===== config.mk =====
export PLATFORM = sky130hd
export DESIGN_NAME = cdb_writeback_arbiter
export DESIGN_NICKNAME = d
export VERILOG_FILES = /design/src/rtl/rv32i_types.sv /design/src/rtl/wb_result_fifo.sv /design/src/rtl/cdb_writeback_arbiter.sv
export SDC_FILE = /design/constraint.sdc
export NUM_CORES = 1
export LEC_CHECK = 0
export ABC_AREA = 1
export CORE_ASPECT_RATIO = 1.1
export CORE_MARGIN = 4
export CORE_UTILIZATION = 35
export CTS_CLUSTER_DIAMETER = 60
export CTS_CLUSTER_SIZE = 30
export DETAILED_ROUTE_END_ITERATION = 8
export GPL_TIMING_DRIVEN = 0
export PLACE_DENSITY_LB_ADDON = 0.08
export RECOVER_POWER = 100
export SLEW_MARGIN = 20
export SYNTH_ARGS = -nofsm -noshare
export SYNTH_HDL_FRONTEND = slang
export SYNTH_SLANG_ARGS = --single-unit

===== constraint.sdc =====
create_clock -name clk -period 7.62 [get_ports clk]
set_input_delay 1.143 -clock clk [delete_from_list [all_inputs] [get_ports clk]]
set_output_delay 1.143 -clock clk [all_outputs]
set_load 0.02 [all_outputs]

===== src/rtl/rv32i_types.sv =====
// Shared RV32I core types: the functional-unit result record carried on the CDB
// and the default number of writeback ports.
package rv32i_types;

  localparam int NUM_FU_DEFAULT     = 3;
  localparam int FIFO_DEPTH_DEFAULT = 2;

  typedef struct packed {
    logic [6:0] opcode;
    logic [4:0] rd_addr;
    logic [5:0] rob_idx;
  } inst_info_t;

  typedef struct packed {
    logic [31:0] pc_rdata;
    logic [31:0] pc_wdata;
  } rvfi_t;

  typedef struct packed {
    inst_info_t  inst_info;
    logic [31:0] register_value;
    rvfi_t       rvfi;
    logic        ready_for_writeback;
  } fu_output_t;

endpackage


===== src/rtl/wb_result_fifo.sv =====
// Per-FU writeback result queue. Pushes into a full queue are dropped; flush
// empties the queue and overrides any same-cycle push or pop.
module wb_result_fifo
  import rv32i_types::*;
#(
  parameter int DEPTH = FIFO_DEPTH_DEFAULT
) (
  input  logic       clk,
  input  logic       rst,
  input  logic       flush,
  input  logic       push,
  input  logic       pop,
  input  fu_output_t push_data,
  output logic       full,
  output logic       empty,
  output fu_output_t head_data
);

  localparam int PTR_W = $clog2(DEPTH);

  logic [PTR_W-1:0] head;
  logic [PTR_W-1:0] tail;
  logic [PTR_W:0]   count;
  fu_output_t       mem [DEPTH];
  logic             do_push;
  logic             do_pop;

  assign full      = (count == (PTR_W+1)'(DEPTH));
  assign empty     = (count == '0);
  assign do_push   = push && !full && !flush;
  assign do_pop    = pop && !empty && !flush;
  assign head_data = mem[head];

  // DEPTH is a power of two, so the pointers wrap naturally
  always_ff @(posedge clk or posedge rst) begin
    if (rst) begin
      head  <= '0;
      tail  <= '0;
      count <= '0;
    end else if (flush) begin
      head  <= '0;
      tail  <= '0;
      count <= '0;
    end else begin
      if (do_push) tail <= tail + 1'b1;
      if (do_pop)  head <= head + 1'b1;
      case ({do_push, do_pop})
        2'b10:   count <= count + 1'b1;
        2'b01:   count <= count - 1'b1;
        default: count <= count;
      endcase
    end
  end

  always_ff @(posedge clk) begin
    if (do_push) mem[tail] <= push_data;
  end

endmodule


===== src/rtl/cdb_writeback_arbiter.sv =====
// Common data bus writeback arbiter: one result queue per functional unit and
// a round-robin pick that broadcasts at most one queued result per cycle.
module cdb_writeback_arbiter
  import rv32i_types::*;
#(
  parameter  int NUM_FU     = NUM_FU_DEFAULT,
  parameter  int FIFO_DEPTH = FIFO_DEPTH_DEFAULT,
  localparam int SRC_W      = (NUM_FU > 1) ? $clog2(NUM_FU) : 1
) (
  input  logic              clk,
  input  logic              rst,
  input  logic              flush,
  input  fu_output_t        fu_result [NUM_FU],
  output logic [NUM_FU-1:0] fu_wb_ready,
  output logic              cdb_valid,
  output fu_output_t        cdb,
  output logic [SRC_W-1:0]  cdb_src
);

  logic [NUM_FU-1:0] full;
  logic [NUM_FU-1:0] empty;
  logic [NUM_FU-1:0] pop;
  fu_output_t        head [NUM_FU];
  logic [SRC_W-1:0]  rr_ptr;
  logic [SRC_W-1:0]  grant;
  logic              grant_found;
  logic [SRC_W:0]    scan;
  logic [SRC_W-1:0]  cand;

  for (genvar i = 0; i < NUM_FU; i++) begin : g_fu
    wb_result_fifo #(.DEPTH(FIFO_DEPTH)) u_fifo (
      .clk       (clk),
      .rst       (rst),
      .flush     (flush),
      .push      (fu_result[i].ready_for_writeback),
      .pop       (pop[i]),
      .push_data (fu_result[i]),
      .full      (full[i]),
      .empty     (empty[i]),
      .head_data (head[i])
    );

    // Ready depends only on queue state and flush, never on this cycle's grant
    assign fu_wb_ready[i] = !full[i] && !flush;
    assign pop[i]         = cdb_valid && (grant == SRC_W'(i));

    a_no_drop: assert property (@(posedge clk) disable iff (rst)
      (fu_result[i].ready_for_writeback && !flush) |-> fu_wb_ready[i])
      else $warning("writeback result from FU %0d dropped: queue full", i);
  end

  // First non-empty queue at or after rr_ptr, wrapping past NUM_FU-1
  always_comb begin
    grant_found = 1'b0;
    grant       = '0;
    scan        = '0;
    cand        = '0;
    for (int k = 0; k < NUM_FU; k++) begin
      scan = {1'b0, rr_ptr} + (SRC_W+1)'(k);
      if (scan >= (SRC_W+1)'(NUM_FU)) scan = scan - (SRC_W+1)'(NUM_FU);
      cand = scan[SRC_W-1:0];
      if (!grant_found && !empty[cand]) begin
        grant_found = 1'b1;
        grant       = cand;
      end
    end
  end

  assign cdb_valid = grant_found && !flush;
  assign cdb       = cdb_valid ? head[grant] : '0;
  assign cdb_src   = cdb_valid ? grant : '0;

  always_ff @(posedge clk or posedge rst) begin
    if (rst) begin
      rr_ptr <= '0;
    end else if (cdb_valid) begin
      rr_ptr <= (grant == SRC_W'(NUM_FU-1)) ? '0 : grant + 1'b1;
    end
  end

endmodule


# == Word-level counts from Yosys, hierarchy flattened ==
# Memory sizes are Yosys's and may differ from the RTL's.
# Index checks and enable logic that the tools add are counted.
# Widths: inputs -> output; s select.
# totals
reg_bits,14
mem_bits_rw,690
input_bits,348
word_cells,139
n_memories,3
# memory_table
name,words,width,rd,rd_clocked_by_memory_dff,wr,line,text
g_fu[0].u_fifo.mem,2,115,1,0,1,wb_result_fifo.sv:24,fu_output_t mem [DEPTH];
g_fu[1].u_fifo.mem,2,115,1,0,1,wb_result_fifo.sv:24,
g_fu[2].u_fifo.mem,2,115,1,0,1,wb_result_fifo.sv:24,
# op_classes
n_addsub,18
order_cmp,7
n_eq_ne,11
muxes,45
bitwise_logic,1
reduce_logical,44
# ops
cell,n
$mux 115,3
$bmux 115 s2,1
$mux 1,24
$mux 2,11
$logic_and 1x1->1,21
$eq 2x2->1 const B,7
$pmux 2 s2,3
$reduce_bool 2->1,6
$logic_not 1->1,10
$lt 2x3->1 const B,3
$reduce_bool 3->1,3
$add 2x1->2 const B,4
$eq 2x1->1 const B,4
$logic_not 2->1,4
$add 1x1->1 const B,6
$bmux 1 s2,3
$ge 3x2->1 const B,2
$sub 2x1->2 const B,3
$sub 2x2->2 const B,3
$add 2x1->3 const B,1
$add 2x2->3 const B,1
$ge 3x3->1 const B,1
$not 2->3,1
$ge 2x2->1 const B,1

# == Longest topological paths before layout ==
# Gate-level depths: netlist of run 1.
# depth
ltp_word,18
mapped_depth,16
ltp_nobuf,16

# == Hierarchy ==
# Synthesis of run 1 repeated with hierarchy kept, for this count alone.
# hier_totals
cells_unflattened,2022
area_unflattened_um2,30162.7
# by_module_without_submodules
mod,instances,cells_per_inst,area_each_um2,seq_area_each_um2
wb_result_fifo at g_fu[1].u_fifo ...,2,397,8687.1,7006.7
wb_result_fifo at g_fu[0].u_fifo,1,397,8712.1,7006.7
cdb_writeback_arbiter,1,831,4076.4,50.0

# == Least setup slack after synthesis of run 1 ==
# No wires, ideal clock.
# synth_path
kind,in2reg
start,input port flush
end,"memory g_fu[0].u_fifo.mem[0][0] (netlist name), enable pin"
setup_ps,592
arrival_time_ps,6748
required_ps,7028
setup_slack_ps,280
cell_stages,4
path_cell_list,clkbuf_1 -> a21oi_1 -> nand2_1 -> nor2_1
# synth_between
elab_chain_len,4
# synth_rtl
element,line,text
start: declaration,cdb_writeback_arbiter.sv:12,"input logic flush,"
$logic_not 1->1,wb_result_fifo.sv:30,assign do_push = push && !full && !flush;
$logic_and 1x1->1,wb_result_fifo.sv:30,
$mux 1,wb_result_fifo.sv:56,if (do_push) mem[tail] <= push_data;
$mux 1 (implied by the code),wb_result_fifo.sv:56,
end: declaration,wb_result_fifo.sv:24,
# Every way passes these cells.

==> flow_results.xml, run 1 <==
<?xml version="1.0" encoding="UTF-8"?>
<metrics>
  <group name="die">
    <metric name="die_h" unit="µm">308</metric>
    <metric name="i_o_pin_total" unit="">469</metric>
    <metric name="die_w" unit="µm">281</metric>
    <metric name="floorplan.initialDensity" unit="%">35.5</metric>
    <metric name="floorplan.die_area" unit="mm²">0.0865</metric>
    <metric name="fp-row-count" unit="">109</metric>
    <metric name="floorplan.core_area" unit="mm²">0.0807</metric>
  </group>
  <group name="synthesis">
    <metric name="mean_area_per_synthesized_cell" unit="µm²">14.5</metric>
    <metric name="yosys.cell_count.top_type" unit="">edfxtp_1</metric>
    <metric name="async_flop_share" unit="%">1.99</metric>
    <metric name="synthDistinctLibCells" unit="">31</metric>
    <metric name="yosys_most_used_dff" unit="">edfxtp_1</metric>
    <metric name="synth.cell_area" unit="mm²">0.0286</metric>
    <metric name="edff_count_synth" unit="">690</metric>
    <metric name="ys_seq_area_share" unit="%">73.6</metric>
    <metric name="synth_common_cells" unit="">edfxtp_1, o211ai_1, mux2i_1, nand2_1, inv_1</metric>
    <metric name="synth.yosys.warnings" unit="">0</metric>
    <metric name="synth_top_area_share" unit="%">72.4</metric>
    <metric name="syn-num-nets" unit="">2320</metric>
    <metric name="cell_taking_the_most_area_after_synthesis" unit="">edfxtp_1</metric>
    <metric name="synth.ff_latch_count" unit="">704</metric>
    <metric name="synth_area_leaders" unit="">edfxtp_1, mux2i_1, o211ai_1</metric>
    <metric name="post_synth_inst_count" unit="">1970</metric>
  </group>
  <group name="sta">
    <metric name="clock-skew-final" unit="ns">0.0244</metric>
    <metric name="finalHoldViolCount" unit="">0</metric>
    <metric name="report.final.slew_viol_count" unit="">132</metric>
    <metric name="relSlewSlack" unit="%">-24.5</metric>
    <metric name="worst_hold_slack" unit="ns">0.560</metric>
    <metric name="final_period_minus_worst_setup_slack" unit="ns">6.20</metric>
    <metric name="achievable_freq" unit="MHz">161</metric>
    <metric name="worst_slew_pin_slew" unit="ns">1.86</metric>
    <metric name="finalSetupViolCount" unit="">0</metric>
    <metric name="min_period_over_period" unit="%">81.4</metric>
    <metric name="grt_setup_unrepaired" unit="">false</metric>
  </group>
  <group name="final_layout">
    <metric name="layout_cell_share_with_drive_strength_beyond_1" unit="%">10.8</metric>
    <metric name="instances_no_fill" unit="">3660</metric>
    <metric name="syn_to_final_growth" unit="%">28.3</metric>
    <metric name="final_core_utilization" unit="%">45.5</metric>
    <metric name="nets" unit="">2879</metric>
  </group>
  <group name="hold_path">
    <metric name="min_from" unit="">g_fu[1].u_fifo.tail</metric>
    <metric name="holdCritPathClass" unit="">reg2reg</metric>
  </group>
  <group name="clock_network">
    <metric name="clkSinkCount" unit="">704</metric>
    <metric name="clockBufferDepth" unit="">3</metric>
    <metric name="cts_max_level" unit="">2</metric>
    <metric name="worstSkewPairLatency" unit="ns">0.64</metric>
    <metric name="cts.root.buffer_cell" unit="">clkbuf_16</metric>
    <metric name="cts-hold-fix-buffers" unit="">0</metric>
    <metric name="cts_setup_buffers" unit="">0</metric>
    <metric name="cts_tree" unit="">yes</metric>
    <metric name="numCtsBuffers" unit="">54</metric>
    <metric name="resized_cells_post_cts" unit="">0</metric>
    <metric name="clk_pin_slew_worst_paths" unit="ns">0.08</metric>
  </group>
  <group name="grt">
    <metric name="via_count_of_the_first_global_routing_pass" unit="">19000</metric>
    <metric name="grt_start_max_net_pins" unit="">27</metric>
    <metric name="grt_util_all_layers" unit="%">20.1</metric>
    <metric name="grt-ovfl-total" unit="">0</metric>
    <metric name="wire_length_of_the_first_global_routing_pass" unit="mm">128</metric>
    <metric name="number_of_antenna_violations_at_the_first_check_in_global_routing" unit="">78</metric>
  </group>
  <group name="run">
    <metric name="cap_violations" unit="">7</metric>
  </group>
  <group name="power_and_ir_drop">
    <metric name="power-per-cell-area" unit="mW/mm²">427</metric>
    <metric name="vdd.ir_drop.worst" unit="µV">289</metric>
    <metric name="total_power" unit="W">0.0157</metric>
    <metric name="power.static_leakage" unit="nW">12.9</metric>
  </group>
  <group name="routing">
    <metric name="routed_wl" unit="mm">88.4</metric>
    <metric name="drt_drc_violations_left" unit="">0</metric>
    <metric name="detailedRoute.firstPassIterationCount" unit="">5</metric>
    <metric name="drt_iter0_markers" unit="">1165</metric>
    <metric name="vias" unit="">18100</metric>
    <metric name="ant_nets" unit="">0</metric>
    <metric name="vias_per_cell" unit="">4.93</metric>
    <metric name="wire_length_per_cell" unit="µm">24.1</metric>
  </group>
  <group name="placement">
    <metric name="numPortBuffers" unit="">467</metric>
    <metric name="final_hpwl_dp" unit="mm">65.1</metric>
    <metric name="place_congestion" unit="">0.787</metric>
    <metric name="dpl.cell_count" unit="">3527</metric>
  </group>
  <group name="setup_path">
    <metric name="endpoint_kind" unit="">primary output</metric>
    <metric name="worst_ep_arrival_time" unit="ns">5.06</metric>
    <metric name="critical_path.max_fanout" unit="">10</metric>
    <metric name="critical_path.reg2reg.startpoint" unit="">g_fu[0].u_fifo.count[1]</metric>
    <metric name="cp-startpoint" unit="">rr_ptr[0]</metric>
    <metric name="critPathKind" unit="">reg2out</metric>
    <metric name="startpoint_type" unit="">flip-flop</metric>
    <metric name="critPathRequiredTime" unit="ns">6.48</metric>
  </group>
  <group name="status">
    <metric name="status" unit="">complete, but fails checks</metric>
    <metric name="violations" unit="">max-capacitance violations, max-slew violations</metric>
  </group>
</metrics>
-- state kept, by name (all words and copies together) (netlist names) --
signal	cells
g_fu.u_fifo.count	6
g_fu.u_fifo.tail	3
rr_ptr	2
g_fu.u_fifo.head	3
g_fu.u_fifo.mem	690
-- area by class of cell --
cell class | instances | area [µm²]
multi-input cells | 1004 | 6430
clock inverters | 46 | 561
repair buffers | 503 | 4810
diodes | 32 | 80.1
clock buffers | 55 | 1380
fillers | 7392 | 44000
well taps | 1054 | 1320
plain buffers | 118 | 554
flip-flops and latches | 704 | 21100
inverters | 144 | 541
-- metal layers --
metal | routed length, µm | global-route usage, % | part of all wire (%)
met5 | 180 | 0 | 0.20
met4 | 1600 | 3.35 | 1.8
met3 | 6530 | 5.50 | 7.4
met2 | 45300 | 36.6 | 51
met1 | 34800 | 24.1 | 39
-- cells in the final DEF (no fill, tap or decap), types with 9 or more instances in the layout --
master,Yosys,routed
clkbuf_1,61,111
mux2i_1,191,191
o211ai_1,194,194
o21ai_2,10,10
nor2_1,103,104
dlygate4sd3_1,0,454
dfrtp_1,14,14
buf_2,37,22
o31ai_1,18,18
buf_4,10,10
a21oi_1,26,26
diode_2,0,32
inv_8,0,9
edfxtp_1,690,690
nand2_1,172,173
nand3_1,35,36
clkbuf_16,0,55
o21ai_0,70,70
o21ai_1,41,41
or2_2,118,118
clkdlybuf4s50_1,0,13
inv_1,139,142
inv_6,0,10
-- report_power, final --
part | switching, W | total, W | internal, W
Combinational | 0.00519 | 0.00795 | 0.00276
Sequential | 0.0000735 | 0.00465 | 0.00458
Clock | 0.00159 | 0.00308 | 0.00150
-- path summary, 6_finish.rpt --
kind	depth (start not counted)	slack, ns	endpoint
max	15	1.42	cdb[76]
min	2	0.56	g_fu[1].u_fifo.tail
max reg2reg	6	1.98	g_fu[0].u_fifo.mem[1][81]
min reg2reg	2	0.56	g_fu[1].u_fifo.tail
max in group asynchronous	2	6.23	g_fu[0].u_fifo.head
min in group asynchronous	2	1.01	g_fu[1].u_fifo.count[1]
-- worst max-delay path, stage by stage, from the launching register on --
cell	delay, ns
dfrtp_1	0.36
inv_1	0.06
ha_1	0.39
inv_1	0.18
nand2_1	0.10
nand3_1	0.08
nand2_1	0.08
inv_1	0.17
nand3_2	0.10
nand3_1	0.28
clkbuf_1	1.01
clkbuf_1	0.53
o31ai_1	0.25
nand2_1	0.11
inv_1	0.07
dlygate4sd3_1	0.65
-- through the flow --
| step | TNS [ns] | cell area, µm² | setup slack, ns |
|---|---|---|---|
| 3_3_place_gp | -2758.12 | 34600 | -4.55 |
| 2_1_floorplan | 0 | 28600 | 0.280 |
| 6_report | 0 | 36700 | 1.42 |
| 3_5_place_dp | 0 | 35600 | 2.44 |
| 5_1_grt | 0 | 36700 | 1.07 |
| 4_1_cts | 0 | 37500 | 1.74 |
-- cells by family (layout without fill, tap and decap cells) --
family | after synthesis | count (layout) | share of synthesized area [%]
adders and majority gates | 2 | 2 | 0.0874
xor gates and xnor gates | 3 | 3 | 0.0918
AOI/OAI and AO/OA | 363 | 363 | 8.36
and+or+nand+nor | 445 | 445 | 7.31
DFF | 704 | 704 | 73.6
buffers and inverters | 262 | 866 | 3.88
muxes | 191 | 191 | 6.68
other | 0 | 32 | 0
(Power assumes the default switching activity.)
==> run 2: changes to the inputs <==
==> constraint.sdc (replaced) <==
create_clock -name clk -period 5.43 [get_ports clk]
set_input_delay 0.8145 -clock clk [delete_from_list [all_inputs] [get_ports clk]]
set_output_delay 0.8145 -clock clk [all_outputs]
set_load 0.02 [all_outputs]
==> flow_results.xml, run 2 (synthesis results as in run 1) <==
<?xml version="1.0" encoding="UTF-8"?>
<metrics>
  <group name="grt">
    <metric name="global_route.usage.met3" unit="%">5.23</metric>
    <metric name="wire_length_of_the_first_global_routing_pass" unit="mm">125</metric>
    <metric name="grt-ovfl-total" unit="">0</metric>
    <metric name="grt_util_all_layers" unit="%">19.7</metric>
    <metric name="via_count_of_the_first_global_routing_pass" unit="">18800</metric>
    <metric name="use_met1" unit="%">24.0</metric>
    <metric name="number_of_antenna_violations_at_the_first_check_in_global_routing" unit="">77</metric>
    <metric name="grt_use_met2" unit="%">35.3</metric>
    <metric name="grt_busiest_layer" unit="">met2</metric>
    <metric name="grt_start_max_net_pins" unit="">24</metric>
  </group>
  <group name="hold_path">
    <metric name="holdCritPathClass" unit="">reg2reg</metric>
  </group>
  <group name="sta">
    <metric name="worst_slew_pin_slew" unit="ns">1.74</metric>
    <metric name="relSlewSlack" unit="%">-16.3</metric>
    <metric name="final_period_minus_worst_setup_slack" unit="ns">5.17</metric>
    <metric name="achievable_freq" unit="MHz">193</metric>
    <metric name="report.final.slew_viol_count" unit="">169</metric>
    <metric name="finalSetupViolCount" unit="">0</metric>
    <metric name="grt_setup_unrepaired" unit="">false</metric>
    <metric name="min_period_over_period" unit="%">95.2</metric>
    <metric name="finalHoldViolCount" unit="">0</metric>
    <metric name="clock-skew-final" unit="ns">0.0219</metric>
  </group>
  <group name="clock_network">
    <metric name="cts_max_level" unit="">2</metric>
    <metric name="resized_cells_post_cts" unit="">0</metric>
    <metric name="worstSkewPairLatency" unit="ns">0.63</metric>
    <metric name="cts_tree" unit="">yes</metric>
    <metric name="cts.root.buffer_cell" unit="">clkbuf_16</metric>
    <metric name="clkSinkCount" unit="">704</metric>
    <metric name="cts_setup_buffers" unit="">0</metric>
    <metric name="clockBufferDepth" unit="">3</metric>
    <metric name="clk_pin_slew_worst_paths" unit="ns">0.08</metric>
    <metric name="numCtsBuffers" unit="">54</metric>
    <metric name="cts-hold-fix-buffers" unit="">0</metric>
  </group>
  <group name="routing">
    <metric name="drt_drc_violations_left" unit="">0</metric>
    <metric name="routed_wl" unit="mm">87.8</metric>
    <metric name="ant_nets" unit="">0</metric>
    <metric name="detailedRoute.firstPassIterationCount" unit="">5</metric>
    <metric name="vias" unit="">18000</metric>
    <metric name="drt_iter0_markers" unit="">1204</metric>
    <metric name="vias_per_cell" unit="">4.92</metric>
    <metric name="wire_length_per_cell" unit="µm">23.9</metric>
  </group>
  <group name="placement">
    <metric name="placed_area" unit="mm²">0.0356</metric>
    <metric name="dpl.cell_count" unit="">3529</metric>
    <metric name="final_hpwl_dp" unit="mm">65.1</metric>
    <metric name="place_congestion" unit="">0.790</metric>
    <metric name="numPortBuffers" unit="">467</metric>
  </group>
  <group name="die">
    <metric name="floorplan.die_area" unit="mm²">0.0865</metric>
    <metric name="floorplan.initialDensity" unit="%">35.5</metric>
    <metric name="floorplan.core_area" unit="mm²">0.0807</metric>
    <metric name="fp-row-count" unit="">109</metric>
    <metric name="i_o_pin_total" unit="">469</metric>
    <metric name="die_w" unit="µm">281</metric>
    <metric name="die_h" unit="µm">308</metric>
  </group>
  <group name="final_layout">
    <metric name="final_core_utilization" unit="%">45.7</metric>
    <metric name="layout_cell_share_with_drive_strength_beyond_1" unit="%">11.3</metric>
    <metric name="mostFrequentLayoutCell" unit="">edfxtp_1</metric>
    <metric name="mostFrequentLayoutCells" unit="">edfxtp_1, dlygate4sd3_1, o211ai_1</metric>
    <metric name="nets" unit="">2881</metric>
    <metric name="syn_to_final_growth" unit="%">28.9</metric>
    <metric name="largestRegisters" unit="">g_fu.u_fifo.mem: 690 flops, g_fu.u_fifo.count: 6 flops</metric>
    <metric name="final_cell_area" unit="mm²">0.0369</metric>
    <metric name="instances_no_fill" unit="">3669</metric>
    <metric name="largest-register" unit="">g_fu.u_fifo.mem</metric>
    <metric name="largest_reg_flops" unit="">690</metric>
    <metric name="layout_fillers" unit="">7284</metric>
  </group>
  <group name="run">
    <metric name="cap_violations" unit="">9</metric>
  </group>
  <group name="setup_path">
    <metric name="critPathKind" unit="">reg2out</metric>
    <metric name="worst_ep_arrival_time" unit="ns">4.36</metric>
    <metric name="endpoint_kind" unit="">primary output</metric>
    <metric name="startpoint_type" unit="">flip-flop</metric>
    <metric name="critical_path.max_fanout" unit="">10</metric>
    <metric name="critPathRequiredTime" unit="ns">4.62</metric>
  </group>
  <group name="power_and_ir_drop">
    <metric name="power-per-cell-area" unit="mW/mm²">607</metric>
    <metric name="vdd.ir_drop.worst" unit="µV">348</metric>
    <metric name="power.static_leakage" unit="nW">12.9</metric>
  </group>
  <group name="status">
    <metric name="violations" unit="">max-capacitance violations, max-slew violations</metric>
    <metric name="status" unit="">complete, but fails checks</metric>
  </group>
</metrics>
==> run 2: cell types whose count changed in the layout (fill, tap and decap cells not counted), moves of 5 or more <==
cell	change
clkinv_8	-5
diode_2	+8
dlygate4sd3_1	-42
buf_2	+5
clkbuf_1	-10
clkbuf_2	+9
clkdlybuf4s50_1	+42
bufinv_16	+8
==> run 2: per-layer routing <==
layer	wire length [µm]	up-vias
met5	142	-
met1	34900	8843
met2	44600	555
met3	6230	155
li1	-	8473
met4	1880	22
==> run 2: power by group <==
group	total [W]	internal (W)	leakage (nW)	switching (W)
logic	0.0113	0.00404	5.41	0.00728
clock network	0.00456	0.00246	0.980	0.00209
registers	0.00653	0.00642	6.50	0.000104
==> run 2: worst max-delay path, stage by stage (launching register included) <==
cell           delay [ns]
dfrtp_1              0.36
inv_1                0.06
ha_1                 0.39
inv_1                0.18
nand2_1              0.10
nand3_1              0.09
nand2_1              0.09
inv_1                0.15
nand3_1              0.17
nand3_4              0.15
buf_2                0.52
clkbuf_1             0.54
o211ai_1             0.16
nand2_1              0.09
inv_1                0.04
dlygate4sd3_1        0.64
==> run 2: worst paths after layout <==
check                                   startpoint                   endpoint  slack, ns  cells past startpoint
max                                      rr_ptr[0]                    cdb[14]       0.26                     15
min                            g_fu[2].u_fifo.tail        g_fu[2].u_fifo.tail       0.56                      2
max reg2reg                g_fu[2].u_fifo.count[0]  g_fu[2].u_fifo.mem[0][73]       0.58                      9
max in group asynchronous                      rst                  rr_ptr[1]       4.35                      2
min in group asynchronous                      rst    g_fu[2].u_fifo.count[1]       0.68                      2
min reg2reg                    g_fu[2].u_fifo.tail        g_fu[2].u_fifo.tail       0.56                      2
==> run 2: cell type report <==
type                       count  area [µm²]  share of cell area [%]
timing repair buffer         505        4850                    13.1
sequential                   704       21100                    57.1
tap                         1054        1320                    3.57
buffer                       118         563                    1.53
antenna                       40         100                   0.271
clock buffer                  59        1430                    3.89
clock inverter                41         597                    1.62
inverter                     144         541                    1.46
multi-input combinational   1004        6440                    17.4
==> run 2: stage by stage <==
| step | power, W | hold slack [ns] | worst slack, ns | TNS, ns |
|---|---|---|---|---|
| floorplan | 0.0131 | 0.524 | 0.344 | 0 |
| global placement | 0.0185 | 0.543 | -2.42 | -1520.50 |
| detailed placement | 0.0187 | 0.573 | 0.717 | 0 |
| CTS | 0.0233 | 0.521 | 0.0164 | 0 |
| global route | 0.0238 | 0.584 | 0.00263 | 0 |
| finish | 0.0224 | 0.563 | 0.259 | 0 |
